## src/rtl/cnt_gen_param_if.sv

```systemverilog
`default_nettype none
// ----------------------------------------------------------------------------
// cnt_gen_param_if : control and data bundle of the parametrised counter
// Revision 1.0
// ----------------------------------------------------------------------------
interface cnt_gen_param_if #(
    parameter int WIDTH = 8
);
    logic             en;
    logic [1:0]       mode;
    logic [WIDTH-1:0] step;
    logic             load;
    logic [WIDTH-1:0] load_val;
    logic [WIDTH-1:0] dout;
    logic             dir;
    logic             wrap;

    modport master (
        output en, mode, step, load, load_val,
        input  dout, dir, wrap
    );

    modport slave (
        input  en, mode, step, load, load_val,
        output dout, dir, wrap
    );
endinterface
`default_nettype wire

```

## src/rtl/cnt_gen_param.sv

```systemverilog
`default_nettype none
// ----------------------------------------------------------------------------
// cnt_gen_param : prescaled up/down/triangle/hold counter with load and wrap
// Revision 1.0
// ----------------------------------------------------------------------------
module cnt_gen_param #(
    parameter int WIDTH    = 8,
    parameter int MAX_VAL  = 255,
    parameter int PRESCALE = 1,
    parameter int RST_VAL  = 0
) (
    input  wire logic        clk,
    input  wire logic        rst_n,
    cnt_gen_param_if.slave   bus
);
    localparam logic [1:0]       MODE_UP   = 2'b00;
    localparam logic [1:0]       MODE_DOWN = 2'b01;
    localparam logic [1:0]       MODE_TRI  = 2'b10;
    localparam logic [WIDTH-1:0] MAX_W     = WIDTH'(MAX_VAL);
    localparam logic [WIDTH-1:0] RST_W     = WIDTH'(RST_VAL);
    localparam logic [WIDTH:0]   MAX_EXT   = (WIDTH+1)'(MAX_VAL);
    localparam logic [WIDTH:0]   MOD_EXT   = MAX_EXT + (WIDTH+1)'(1);

    logic             w_tick;
    logic [WIDTH-1:0] r_dout;
    logic             r_dir;
    logic             r_wrap;
    logic [WIDTH-1:0] w_dout_nxt;
    logic             w_dir_nxt;
    logic             w_wrap_nxt;
    logic [WIDTH:0]   w_dout_ext;
    logic [WIDTH:0]   w_step_ext;
    logic [WIDTH:0]   w_sum;

    generate
        if (PRESCALE <= 1) begin : g_psc_bypass
            assign w_tick = bus.en;
        end else begin : g_psc_div
            localparam int             PSC_W    = $clog2(PRESCALE);
            localparam logic [PSC_W-1:0] PSC_LAST = PSC_W'(PRESCALE - 1);
            logic [PSC_W-1:0] r_psc;

            // Load restarts the prescale period so the next tick is a full period away.
            always_ff @(posedge clk or negedge rst_n) begin
                if (!rst_n) begin
                    r_psc <= '0;
                end else if (bus.load) begin
                    r_psc <= '0;
                end else if (bus.en) begin
                    r_psc <= (r_psc == PSC_LAST) ? '0 : r_psc + PSC_W'(1);
                end
            end

            assign w_tick = bus.en & (r_psc == PSC_LAST);
        end
    endgenerate

    assign w_dout_ext = {1'b0, r_dout};
    assign w_step_ext = {1'b0, bus.step};
    assign w_sum      = w_dout_ext + w_step_ext;

    always_comb begin
        w_dout_nxt = r_dout;
        w_dir_nxt  = r_dir;
        w_wrap_nxt = 1'b0;
        if (bus.load) begin
            w_dout_nxt = (bus.load_val > MAX_W) ? MAX_W : bus.load_val;
        end else if (w_tick) begin
            case (bus.mode)
                MODE_UP: begin
                    w_dir_nxt = 1'b1;
                    if (w_sum > MAX_EXT) begin
                        w_dout_nxt = WIDTH'(w_sum - MOD_EXT);
                        w_wrap_nxt = 1'b1;
                    end else begin
                        w_dout_nxt = WIDTH'(w_sum);
                    end
                end
                MODE_DOWN: begin
                    w_dir_nxt = 1'b0;
                    if (w_dout_ext < w_step_ext) begin
                        w_dout_nxt = WIDTH'(w_dout_ext + MOD_EXT - w_step_ext);
                        w_wrap_nxt = 1'b1;
                    end else begin
                        w_dout_nxt = WIDTH'(w_dout_ext - w_step_ext);
                    end
                end
                MODE_TRI: begin
                    // Endpoints saturate and turn; step=0 still turns at an endpoint.
                    if (r_dir) begin
                        if (w_sum >= MAX_EXT) begin
                            w_dout_nxt = MAX_W;
                            w_dir_nxt  = 1'b0;
                            w_wrap_nxt = 1'b1;
                        end else begin
                            w_dout_nxt = WIDTH'(w_sum);
                        end
                    end else begin
                        if (w_dout_ext <= w_step_ext) begin
                            w_dout_nxt = '0;
                            w_dir_nxt  = 1'b1;
                            w_wrap_nxt = 1'b1;
                        end else begin
                            w_dout_nxt = WIDTH'(w_dout_ext - w_step_ext);
                        end
                    end
                end
                default: begin
                end
            endcase
        end
    end

    always_ff @(posedge clk or negedge rst_n) begin
        if (!rst_n) begin
            r_dout <= RST_W;
            r_dir  <= 1'b1;
            r_wrap <= 1'b0;
        end else begin
            r_dout <= w_dout_nxt;
            r_dir  <= w_dir_nxt;
            r_wrap <= w_wrap_nxt;
        end
    end

    assign bus.dout = r_dout;
    assign bus.dir  = r_dir;
    assign bus.wrap = r_wrap;
endmodule
`default_nettype wire

```

## src/flat_wrapper.sv

```systemverilog
// flat-port wrapper written by rule: the top's interface ports become plain ports
module cnt_gen_param_flat 
#(
    parameter int WIDTH    = 8,
    parameter int MAX_VAL  = 255,
    parameter int PRESCALE = 1,
    parameter int RST_VAL  = 0
)
  (clk, rst_n, bus_en, bus_mode, bus_step, bus_load, bus_load_val, bus_dout, bus_dir, bus_wrap);
  cnt_gen_param_if #(.WIDTH(WIDTH)) bus_i ();
  input  wire logic clk;
  input  wire logic rst_n;
  input wire logic [$bits(bus_i.en)-1:0] bus_en;
  input wire logic [$bits(bus_i.mode)-1:0] bus_mode;
  input wire logic [$bits(bus_i.step)-1:0] bus_step;
  input wire logic [$bits(bus_i.load)-1:0] bus_load;
  input wire logic [$bits(bus_i.load_val)-1:0] bus_load_val;
  output wire logic [$bits(bus_i.dout)-1:0] bus_dout;
  output wire logic [$bits(bus_i.dir)-1:0] bus_dir;
  output wire logic [$bits(bus_i.wrap)-1:0] bus_wrap;
  assign bus_i.en = bus_en;
  assign bus_i.mode = bus_mode;
  assign bus_i.step = bus_step;
  assign bus_i.load = bus_load;
  assign bus_i.load_val = bus_load_val;
  assign bus_dout = bus_i.dout;
  assign bus_dir = bus_i.dir;
  assign bus_wrap = bus_i.wrap;
  cnt_gen_param #(.WIDTH(WIDTH), .MAX_VAL(MAX_VAL), .PRESCALE(PRESCALE), .RST_VAL(RST_VAL)) u_core (.clk(clk), .rst_n(rst_n), .bus(bus_i));
endmodule
```

## config.mk

```make
export PLATFORM = sky130hd
export DESIGN_NAME = cnt_gen_param_flat
export DESIGN_NICKNAME = d
export VERILOG_FILES = /design/src/rtl/cnt_gen_param_if.sv /design/src/rtl/cnt_gen_param.sv /design/src/flat_wrapper.sv
export SDC_FILE = /design/constraint.sdc
export NUM_CORES = 1
export LEC_CHECK = 0
export ABC_CLOCK_PERIOD_IN_PS = 2420
export BUFFER_PORTS_ARGS = -buffer_cell sky130_fd_sc_hd__buf_4
export CAP_MARGIN = 0
export CORE_ASPECT_RATIO = 0.8
export CORE_MARGIN = 4
export CORE_UTILIZATION = 45
export CTS_CLUSTER_SIZE = 12
export DETAILED_ROUTE_END_ITERATION = 10
export PLACE_DENSITY = 0.68
export SLEW_MARGIN = 20
export SYNTH_ARGS = -nofsm -noshare
export SYNTH_HDL_FRONTEND = slang
export SYNTH_SLANG_ARGS = --single-unit
```

## constraint.sdc

```tcl
create_clock -name clk -period 2.42 [get_ports clk]
set_input_delay 0.242 -clock clk [delete_from_list [all_inputs] [get_ports clk]]
set_output_delay 0.242 -clock clk [all_outputs]
set_load 0.02 [all_outputs]
```

# Word-level counts from Yosys, hierarchy flattened
# Cells that the tools add are included.
# word_totals
reg_bits	10
out_inout_bits	10
# classes
n_addsub	5
n_lt_le_gt_ge	5
n_eq_ne	2
n_mux	20
bitwise	1
n_reduce_logical	6
# ops
op	count
$mux 8	8
$pmux 8 s3	1
$sub 8x8->8	2
$add 8x8->9	1
$ge 9x8->1 const B	1
$gt 9x8->1 const B	1
$mux 1	9
$add 8x1->8 const B	1
$gt 8x8->1 const B	1
$le 8x8->1	1
$lt 8x8->1	1
$sub 8x1->8 const B	1
$pmux 1 s3	2
$reduce_bool 4->1	1
$reduce_and 3->1	1
$reduce_bool 3->1	1
$eq 2x1->1 const B	1
$eq 2x2->1 const B	1
$logic_not 2->1	1
$reduce_and 2->1	1
$reduce_bool 2->1	1
$not 1->1	1

# Depth between registers and ports, before layout
# Gate-level depths: netlist (run 1).
# depth
ltp_word	7
mapped_depth	11
mapped_depth_nobuf	11

# Worst setup path after synthesis (run 1)
# OpenSTA, ideal clock, no wires.
# synth_timing
path_kind	register -> register
start	reg u_core.r_dout[0], in the netlist u_core.bus.dout[0]
end	reg u_core.r_dout[3], in the netlist u_core.bus.dout[3]
setup_ns	0.126
arrival_ns	2.620
required_ns	2.294
slack_ns	-0.326
stages_incl_launch_ff	10
synth_period_minus_slack_ns	2.746
path_cell_list	dfrtp_1 -> ha_1 -> fa_1 -> nand2b_1 -> a21oi_2 -> a221o_1 -> a2111o_1 -> o21ai_1 -> a221oi_1 -> a221o_1
# synth_between
elab_chain_len	7
word_cells_on_any_way	17
cone_classes	add/sub: 5; order compare: 4; mux: 8
# synth_lines
element	line_no	rtl
start: declaration	cnt_gen_param.sv:25	logic [WIDTH-1:0] r_dout;
start signal: assignment	cnt_gen_param.sv:120	r_dout <= w_dout_nxt;
$add 8x8->9	cnt_gen_param.sv:60	assign w_sum = w_dout_ext + w_step_ext;
$ge 9x8->1	cnt_gen_param.sv:91	if (w_sum >= MAX_EXT) begin
$mux 8	cnt_gen_param.sv:91	
$mux 8	cnt_gen_param.sv:90	if (r_dir) begin
$pmux 8 s3 (*)	cnt_gen_param.sv:69	case (bus.mode)
$mux 8 (*)	cnt_gen_param.sv:68	end else if (w_tick) begin
$mux 8 (*)	cnt_gen_param.sv:66	if (bus.load) begin
# Every way passes the cells marked *; elsewhere a longest branch is shown, timed or not. The select of a mux whose other input is x is not followed.
# A chain may end at the register's enable or synchronous reset.

# Worst setup path in the final report (run 1)
# layout_timing
start	reg u_core.r_dout[0], in the netlist u_core.bus.dout[0]
end	reg u_core.r_dout[1], in the netlist u_core.bus.dout[1]
# Same word-level chain as after synthesis.

==> qor.txt, run 1 <==
Layout filler cell count: 272
Max FO, Critical Path: 6
Most area-hungry cell type in the Yosys netlist: sky130_fd_sc_hd__ha_1
H-Tree Level Count: 1
I/O pin cnt: 32
Most common cell in the synthesized netlist: sky130_fd_sc_hd__inv_1
Die width: 73.8 um
Synthesized area per cell: 7.76 um^2
Count of buffer and inverter cells on the critical path: 0
Type of element launching the critical path: flip-flop
Final Worst Setup Slack: -0.113 ns
Gate count of the mapped netlist: 201
Critical path's largest stage delay: 0.47 ns
Worst supply voltage drop on vdd: 0.333 mV
Syn Nets: 245
Synth Area in Compound Gates: 36.3%
Leakage power of the design: 0.00104 uW
Time the final worst path needs with I/O delays and setup: 2.53 ns
Cell type of the slowest stage on the worst timing path: sky130_fd_sc_hd__a2111o_1
Maximum number of pins on one net before global-route repair: 13
DRC errors left: 0
Drt wl/cell: 18.9 um
Flops & latches, synth: 10
Via count of the first global-routing pass: 1861
Number of max-slew violations in the final report: 0
FFs w/ async S/R, synth: 100%
Number of vias in the routed layout: 1908
Post-detailed-route via-to-cell ratio: 6.38
Leading cell types by total area after synthesis: sky130_fd_sc_hd__ha_1, sky130_fd_sc_hd__dfrtp_1, sky130_fd_sc_hd__inv_1
Initial core utilization: 48.8%
Data required time at the worst endpoint: 2.53 ns
Share of cells above drive strength 1: 31.7%
Post-synth EDFFs: 0
Failing checks: negative setup slack
Final setup vio count: 10
Slew headroom: 64.9%
Final cycle utilization of the critical path: 105%
Result of the run: complete, but fails checks
Row count: 18
Arrival @ worst endpoint: 2.64 ns
Floorplan core area: 0.00320 mm^2
Die Outline Area: 0.00448 mm^2
Total routing usage reported by global routing: 27.1%
Type of the most critical hold path: input port to flip-flop
Category of the worst setup path capture point: flip-flop
Xor-xnor portion of the synthesized cell area: 6.17%
Number of DRC markers in iteration 0: 272
Total clock sinks: 10
Vertical die dimension: 60.7 um
Top achievable clock speed: 0.395 GHz
Transition time at the pin with the least slew margin: 0.520 ns
Clock tree root driver cell: sky130_fd_sc_hd__clkbuf_8
Clock Tree Buf Depth: 2
Global-route wire length before repair: 9130 um
Dominant delay contributor by cell family on the critical path: compound AO/OA/AOI/OAI gates
Grt total ovfl: 0
Diode count: 0
DRT Wirelength: 5640 um
Simple logic cell fraction of the synthesized area: 14.9%
Post-synthesis cell type count: 51
Final number of hold-violating endpoints: 0
Growth of design area from synthesis to finish: 40.5%
Main combinational cell family by area after synthesis: compound AO/OA/AOI/OAI gates
Mapped Area: 0.00156 mm^2
Final weighted congestion in routability-driven placement: 0.977
Critical path type: flip-flop to flip-flop
Max-capacitance violation count: 0
Number of optimization iterations in the first detailed-route pass: 6
Footprint of the multi-input gates: 0.00129 mm^2
Clock transition at path regs: 0.06 ns
Initial antenna violation count: 0
Post-Synth Adder-Cell Area: 18.6%
Clock Latency Late Sink: 0.25 ns
Clock tree from TritonCTS: built
Antenna violation net count after detailed routing: 0
Post-placement setup slack: -0.161 ns
Detailed Place HPWL: 4250 um
Most used flip-flop cell after synthesis: sky130_fd_sc_hd__dfrtp_1
Port Buffers: 31
Accumulated negative setup slack: -0.734 ns
Inserted Clock Buffers: 3
Clock Skew: 0.000645 ns
Commonest cells post-synth: sky130_fd_sc_hd__inv_1, sky130_fd_sc_hd__ha_1, sky130_fd_sc_hd__nand2_1, sky130_fd_sc_hd__nor2_1, sky130_fd_sc_hd__o21ai_0
Power density cells: 673 mW/mm^2
Sequential-to-total area share from yosys stat: 16.1%
Synth warnings: 0
Net total in the final layout: 304
RSZ-0062 raised after global routing: yes
Register cell area after layout: 253 um^2
Mux share of post-synthesis cell area: 0%
Area share of the leading cell type in the synthesized netlist: 16.0%
Sequence of cells on the critical path: ha_4 > fa_2 > nand2b_1 > a21oi_2 > a221o_1 > a2111o_1 > a41o_1 > o21ai_1 > a31oi_1
cells in the final DEF (no fill, tap or decap), types with 3 or more instances in the layout:
| master | Yosys | final |
|---|---|---|
| sky130_fd_sc_hd__nor2b_1 | 4 | 4 |
| sky130_fd_sc_hd__xnor2_1 | 8 | 6 |
| sky130_fd_sc_hd__a221oi_1 | 3 | 3 |
| sky130_fd_sc_hd__o21ai_1 | 3 | 5 |
| sky130_fd_sc_hd__inv_1 | 24 | 24 |
| sky130_fd_sc_hd__a211oi_1 | 4 | 3 |
| sky130_fd_sc_hd__ha_1 | 20 | 18 |
| sky130_fd_sc_hd__o211ai_1 | 3 | 3 |
| sky130_fd_sc_hd__o21ai_0 | 12 | 10 |
| sky130_fd_sc_hd__a22oi_1 | 6 | 5 |
| sky130_fd_sc_hd__buf_4 | 1 | 60 |
| sky130_fd_sc_hd__a21oi_1 | 9 | 9 |
| sky130_fd_sc_hd__clkbuf_8 | 0 | 3 |
| sky130_fd_sc_hd__nand4_1 | 3 | 3 |
| sky130_fd_sc_hd__xor2_1 | 3 | 3 |
| sky130_fd_sc_hd__o22ai_1 | 4 | 4 |
| sky130_fd_sc_hd__nor2_1 | 14 | 13 |
| sky130_fd_sc_hd__a31oi_1 | 4 | 4 |
| sky130_fd_sc_hd__dfrtp_1 | 9 | 8 |
| sky130_fd_sc_hd__nand2b_1 | 5 | 4 |
| sky130_fd_sc_hd__o221ai_1 | 3 | 3 |
| sky130_fd_sc_hd__nand2_1 | 14 | 13 |
final timing paths:
kind                                                      from                              to  slack, ns  depth (start not counted)
worst max-delay path            u_core.bus.dout[0]$_DFFE_PN0P_  u_core.bus.dout[1]$_DFFE_PN0P_      -0.11                          9
worst min-delay path                           bus_load_val[3]  u_core.bus.dout[3]$_DFFE_PN0P_       0.25                          2
worst max register to register  u_core.bus.dout[0]$_DFFE_PN0P_  u_core.bus.dout[1]$_DFFE_PN0P_      -0.11                          9
worst min register to register  u_core.bus.dout[2]$_DFFE_PN0P_  u_core.bus.dout[2]$_DFFE_PN0P_       0.59                          2
max in group asynchronous                                rst_n      u_core.bus.dir$_DFFE_PN1P_       1.81                          2
min in group asynchronous                                rst_n  u_core.bus.dout[0]$_DFFE_PN0P_       0.37                          2
sequential cells by signal, summed over array words and instances, names as in the netlist:
name,flops
u_core.bus.dout,8
u_core.bus.wrap,1
u_core.bus.dir,1
power by group:
group          total, uW  switching [uW]  internal, uW
registers            234            37.2           197
logic               1040             568           474
clock network        200            83.0           117
total               1480             688           787
stage by stage:
| stage | util [%] | instance area, um^2 | hold WS, ns | total power [uW] | cells |
|---|---|---|---|---|---|
| 2_1_floorplan | - | 1580 | -0.0536 | 780 | 201 |
| 3_3_place_gp | 63.6 | 2030 | 0.0877 | 1100 | 292 |
| 3_5_place_dp | 63.6 | 2030 | 0.0917 | 1130 | 292 |
| 4_1_cts | 68.2 | 2180 | 0.246 | 1420 | 299 |
| 5_1_grt | 68.5 | 2190 | 0.241 | 1560 | 299 |
| 6_report | 68.5 | 2190 | 0.252 | 1480 | 299 |
kinds of logic after synthesis:
| kind of cell | Yosys count |
|---|---|
| adders and majority gates | 22 |
| DFF | 10 |
| AOI/OAI and AO/OA | 78 |
| buffers and inverters | 31 |
| and+or+nand+nor | 49 |
| xor gates and xnor gates | 11 |
per-layer routing:
metal / vias up / share of wire, % / track usage (%)
li1: 865 / - / -
met1: 895 / 40 / 36.2
met2: 130 / 46 / 44.6
met3: 18 / 11 / 4.80
met4: 0 / 2.5 / 9.04
met5: - / 0 / 0
final cells by class:
| cell class | count | area share (%) |
|---|---|---|
| inverter | 24 | 4.11 |
| sequential | 10 | 11.5 |
| timing repair buffer | 61 | 21.0 |
| multi-input combinational | 160 | 59.0 |
| tap | 40 | 2.28 |
| clock buffer | 4 | 2.05 |
what timing repair did:
action,in CTS,in global routing
setup endpoints to repair,10,10
hold endpoints to repair,9,0
buffers inserted,3,0
pin swaps,10,7
resized for setup,12,3
hold buffers,1,0
Power figures use the tool's default switching activity.
==> inputs of run 2 (changes only) <==
--- a/config.mk
+++ b/config.mk
@@ -10,10 +10,10 @@
 export CAP_MARGIN = 0
 export CORE_ASPECT_RATIO = 0.8
 export CORE_MARGIN = 4
-export CORE_UTILIZATION = 45
+export CORE_UTILIZATION = 47
 export CTS_CLUSTER_SIZE = 12
 export DETAILED_ROUTE_END_ITERATION = 10
-export PLACE_DENSITY = 0.68
+export PLACE_DENSITY = 0.71
 export SLEW_MARGIN = 20
 export SYNTH_ARGS = -nofsm -noshare
 export SYNTH_HDL_FRONTEND = slang
==> run 2 against run 1 <==
  * The flow still finishes with violations (negative setup slack)
  * Maximum frequency is 2.6% lower
  * Worst hold slack worse by 0.013 ns
  * Clock skew is 0.0024 ns higher
  * Critical path depth stayed put
==> qor.txt, run 2 (synthesis results as in run 1) <==
Vertical die dimension: 59.5 um
Port Buffers: 31
Antenna violation net count after detailed routing: 0
Initial core utilization: 49.8%
Diode count: 0
Power density cells: 673 mW/mm^2
Most common library cell in the layout ignoring fill and taps: sky130_fd_sc_hd__buf_4
Fraction of power spent switching nets: 46.1%
Slew headroom: 68.0%
Grt total ovfl: 0
RSZ-0062 raised after global routing: yes
Final setup vio count: 10
I/O pin cnt: 32
Hold EP: u_core.bus.dout[3]$_DFFE_PN0P_
Final weighted congestion in routability-driven placement: 1.03
Detailed Place HPWL: 4350 um
DRC errors left: 0
Number of optimization iterations in the first detailed-route pass: 5
Failing checks: negative setup slack
Leakage power of the design: 0.00103 uW
Maximum number of pins on one net before global-route repair: 13
Total internal power: 787 uW
Startpoint of the worst-slack reg-to-reg timing path: u_core.bus.dout[0]$_DFFE_PN0P_
Reg power frac: 15.9%
Met3 layer wire length in the routed design: 607 um
Growth of design area from synthesis to finish: 39.3%
Net total in the final layout: 303
Die Outline Area: 0.00431 mm^2
RR Endpoint: u_core.bus.dout[1]$_DFFE_PN0P_
Final number of hold-violating endpoints: 0
Clock Latency Late Sink: 0.25 ns
Number of vias in the routed layout: 1918
DRT Wirelength: 5780 um
Max-capacitance violation count: 0
Number of max-slew violations in the final report: 0
Comb pwr share: 68.4%
Inserted Clock Buffers: 3
Share of cells above drive strength 1: 33.3%
Share of total power in the clock network: 15.7%
Final Worst Setup Slack: -0.181 ns
Total routing usage reported by global routing: 27.8%
Post-placement setup slack: -0.168 ns
H-Tree Level Count: 1
Result of the run: complete, but fails checks
Max FO, Critical Path: 6
Data required time at the worst endpoint: 2.54 ns
Most used cells in the layout excluding fill and tap cells: sky130_fd_sc_hd__buf_4, sky130_fd_sc_hd__inv_1, sky130_fd_sc_hd__ha_1
Number of DRC markers in iteration 0: 263
Initial antenna violation count: 0
Time the final worst path needs with I/O delays and setup: 2.60 ns
Arrival @ worst endpoint: 2.72 ns
Critical path's largest stage delay: 0.47 ns
Cell type of the slowest stage on the worst timing path: sky130_fd_sc_hd__a2111o_1
Cells on Worst Hold Path: 2
Type of the most critical hold path: input port to flip-flop
Critical path type: flip-flop to flip-flop
Setup slack, reg-to-reg: -0.18 ns
Floorplan core area: 0.00313 mm^2
Type of element launching the critical path: flip-flop
Total length of routed met2 wires: 2620 um
Sequence of cells on the critical path: ha_4 > fa_2 > nand2b_1 > a21oi_2 > a221o_1 > a2111o_1 > a41o_1 > o21ai_1 > a31oi_1
Uppermost routed layer: met4
Clock tree from TritonCTS: built
Met1 Wirelength: 2360 um
Hold wc startpoint: bus_load_val[3]
Top achievable clock speed: 0.384 GHz
Total clock sinks: 10
Postcts setup bufs: 0
Clock transition at path regs: 0.06 ns
Global-route wire length before repair: 9130 um
Row count: 18
Transition time at the pin with the least slew margin: 0.481 ns
Worst Hold Margin: 0.238 ns
Max reg flops: 8
Post-detailed-route via-to-cell ratio: 6.44
Clock tree root driver cell: sky130_fd_sc_hd__clkbuf_8
Category of the worst setup path capture point: flip-flop
Drt wl/cell: 19.4 um
Die width: 72.4 um
Clock Tree Buf Depth: 2
Worst r2r path cells: 9
Via count of the first global-routing pass: 1881
Accumulated negative setup slack: -1.28 ns
Clock Skew: 0.00300 ns
Final cycle utilization of the critical path: 107%
Worst supply voltage drop on vdd: 0.298 mV
Switch Pwr: 674 uW
==> run 2: cell types whose count changed in the layout (fill, tap and decap cells not counted), sizes merged <==
cell and delta:
buf -1
==> run 2: worst max path at each step <==
stage,start,endpoint,depth (start not counted)
after floorplan,u_core.bus.dout[0]$_DFFE_PN0P_,u_core.bus.dout[3]$_DFFE_PN0P_,9
after global placement,u_core.bus.dout[0]$_DFFE_PN0P_,u_core.bus.dout[5]$_DFFE_PN0P_,9
after detailed placement,u_core.bus.dout[0]$_DFFE_PN0P_,u_core.bus.dout[3]$_DFFE_PN0P_,9
after CTS,u_core.bus.dout[0]$_DFFE_PN0P_,u_core.bus.dout[1]$_DFFE_PN0P_,9
after global routing,u_core.bus.dout[0]$_DFFE_PN0P_,u_core.bus.dout[1]$_DFFE_PN0P_,9
final,u_core.bus.dout[0]$_DFFE_PN0P_,u_core.bus.dout[1]$_DFFE_PN0P_,9
==> run 2: critical path, delay by kind of cell (launching register included) <==
family / cells / cell delay, ns
and+or+nand+nor: 1 / 0.10
adders and majority gates: 2 / 0.53
DFF: 1 / 0.43
AOI/OAI and AO/OA: 6 / 1.39
==> run 2: cell type report <==
cell class              count  area [um^2]
clock buffers               4         55.1
inverters                  24         90.1
repair buffers             60          453
fillers                   258          957
well taps                  40         50.0
multi-input cells         160         1270
flip-flops and latches     10          253
==> run 2: repair_timing <==
action | in CTS | in global routing
endpoints found under the setup margin | 10 | 10
hold buffers | 1 | 0
pin swaps | 3 | 7
hold endpoints to repair | 9 | 0
resized for setup | 3 | 12
==> run 2: routing by layer <==
metal  up-vias  GRT usage [%]
li1        859              -
met1       914           34.8
met2       118           45.5
met3        27           6.10
met4         0           13.4
met5         -              0
==> run 2: power by group through the flow <==
| stage | Sequential, uW | Combinational (uW) | Clock (uW) |
|---|---|---|---|
| CTS | 231 | 928 | 228 |
| global placement | 231 | 881 | 0 |
| global route | 236 | 1070 | 237 |
| floorplan | 260 | 520 | 0 |
| detailed placement | 233 | 907 | 0 |
| finish | 232 | 1000 | 229 |
==> run 2: stage by stage <==
step | instance area [um^2] | cells | power (uW) | utilization, %
after floorplan | 1580 | 201 | 780 | -
after global placement | 2040 | 293 | 1110 | 65.2
after CTS | 2120 | 298 | 1390 | 67.9
after detailed placement | 2040 | 293 | 1140 | 65.2
after global routing | 2170 | 298 | 1550 | 69.4
final | 2170 | 298 | 1460 | 69.4
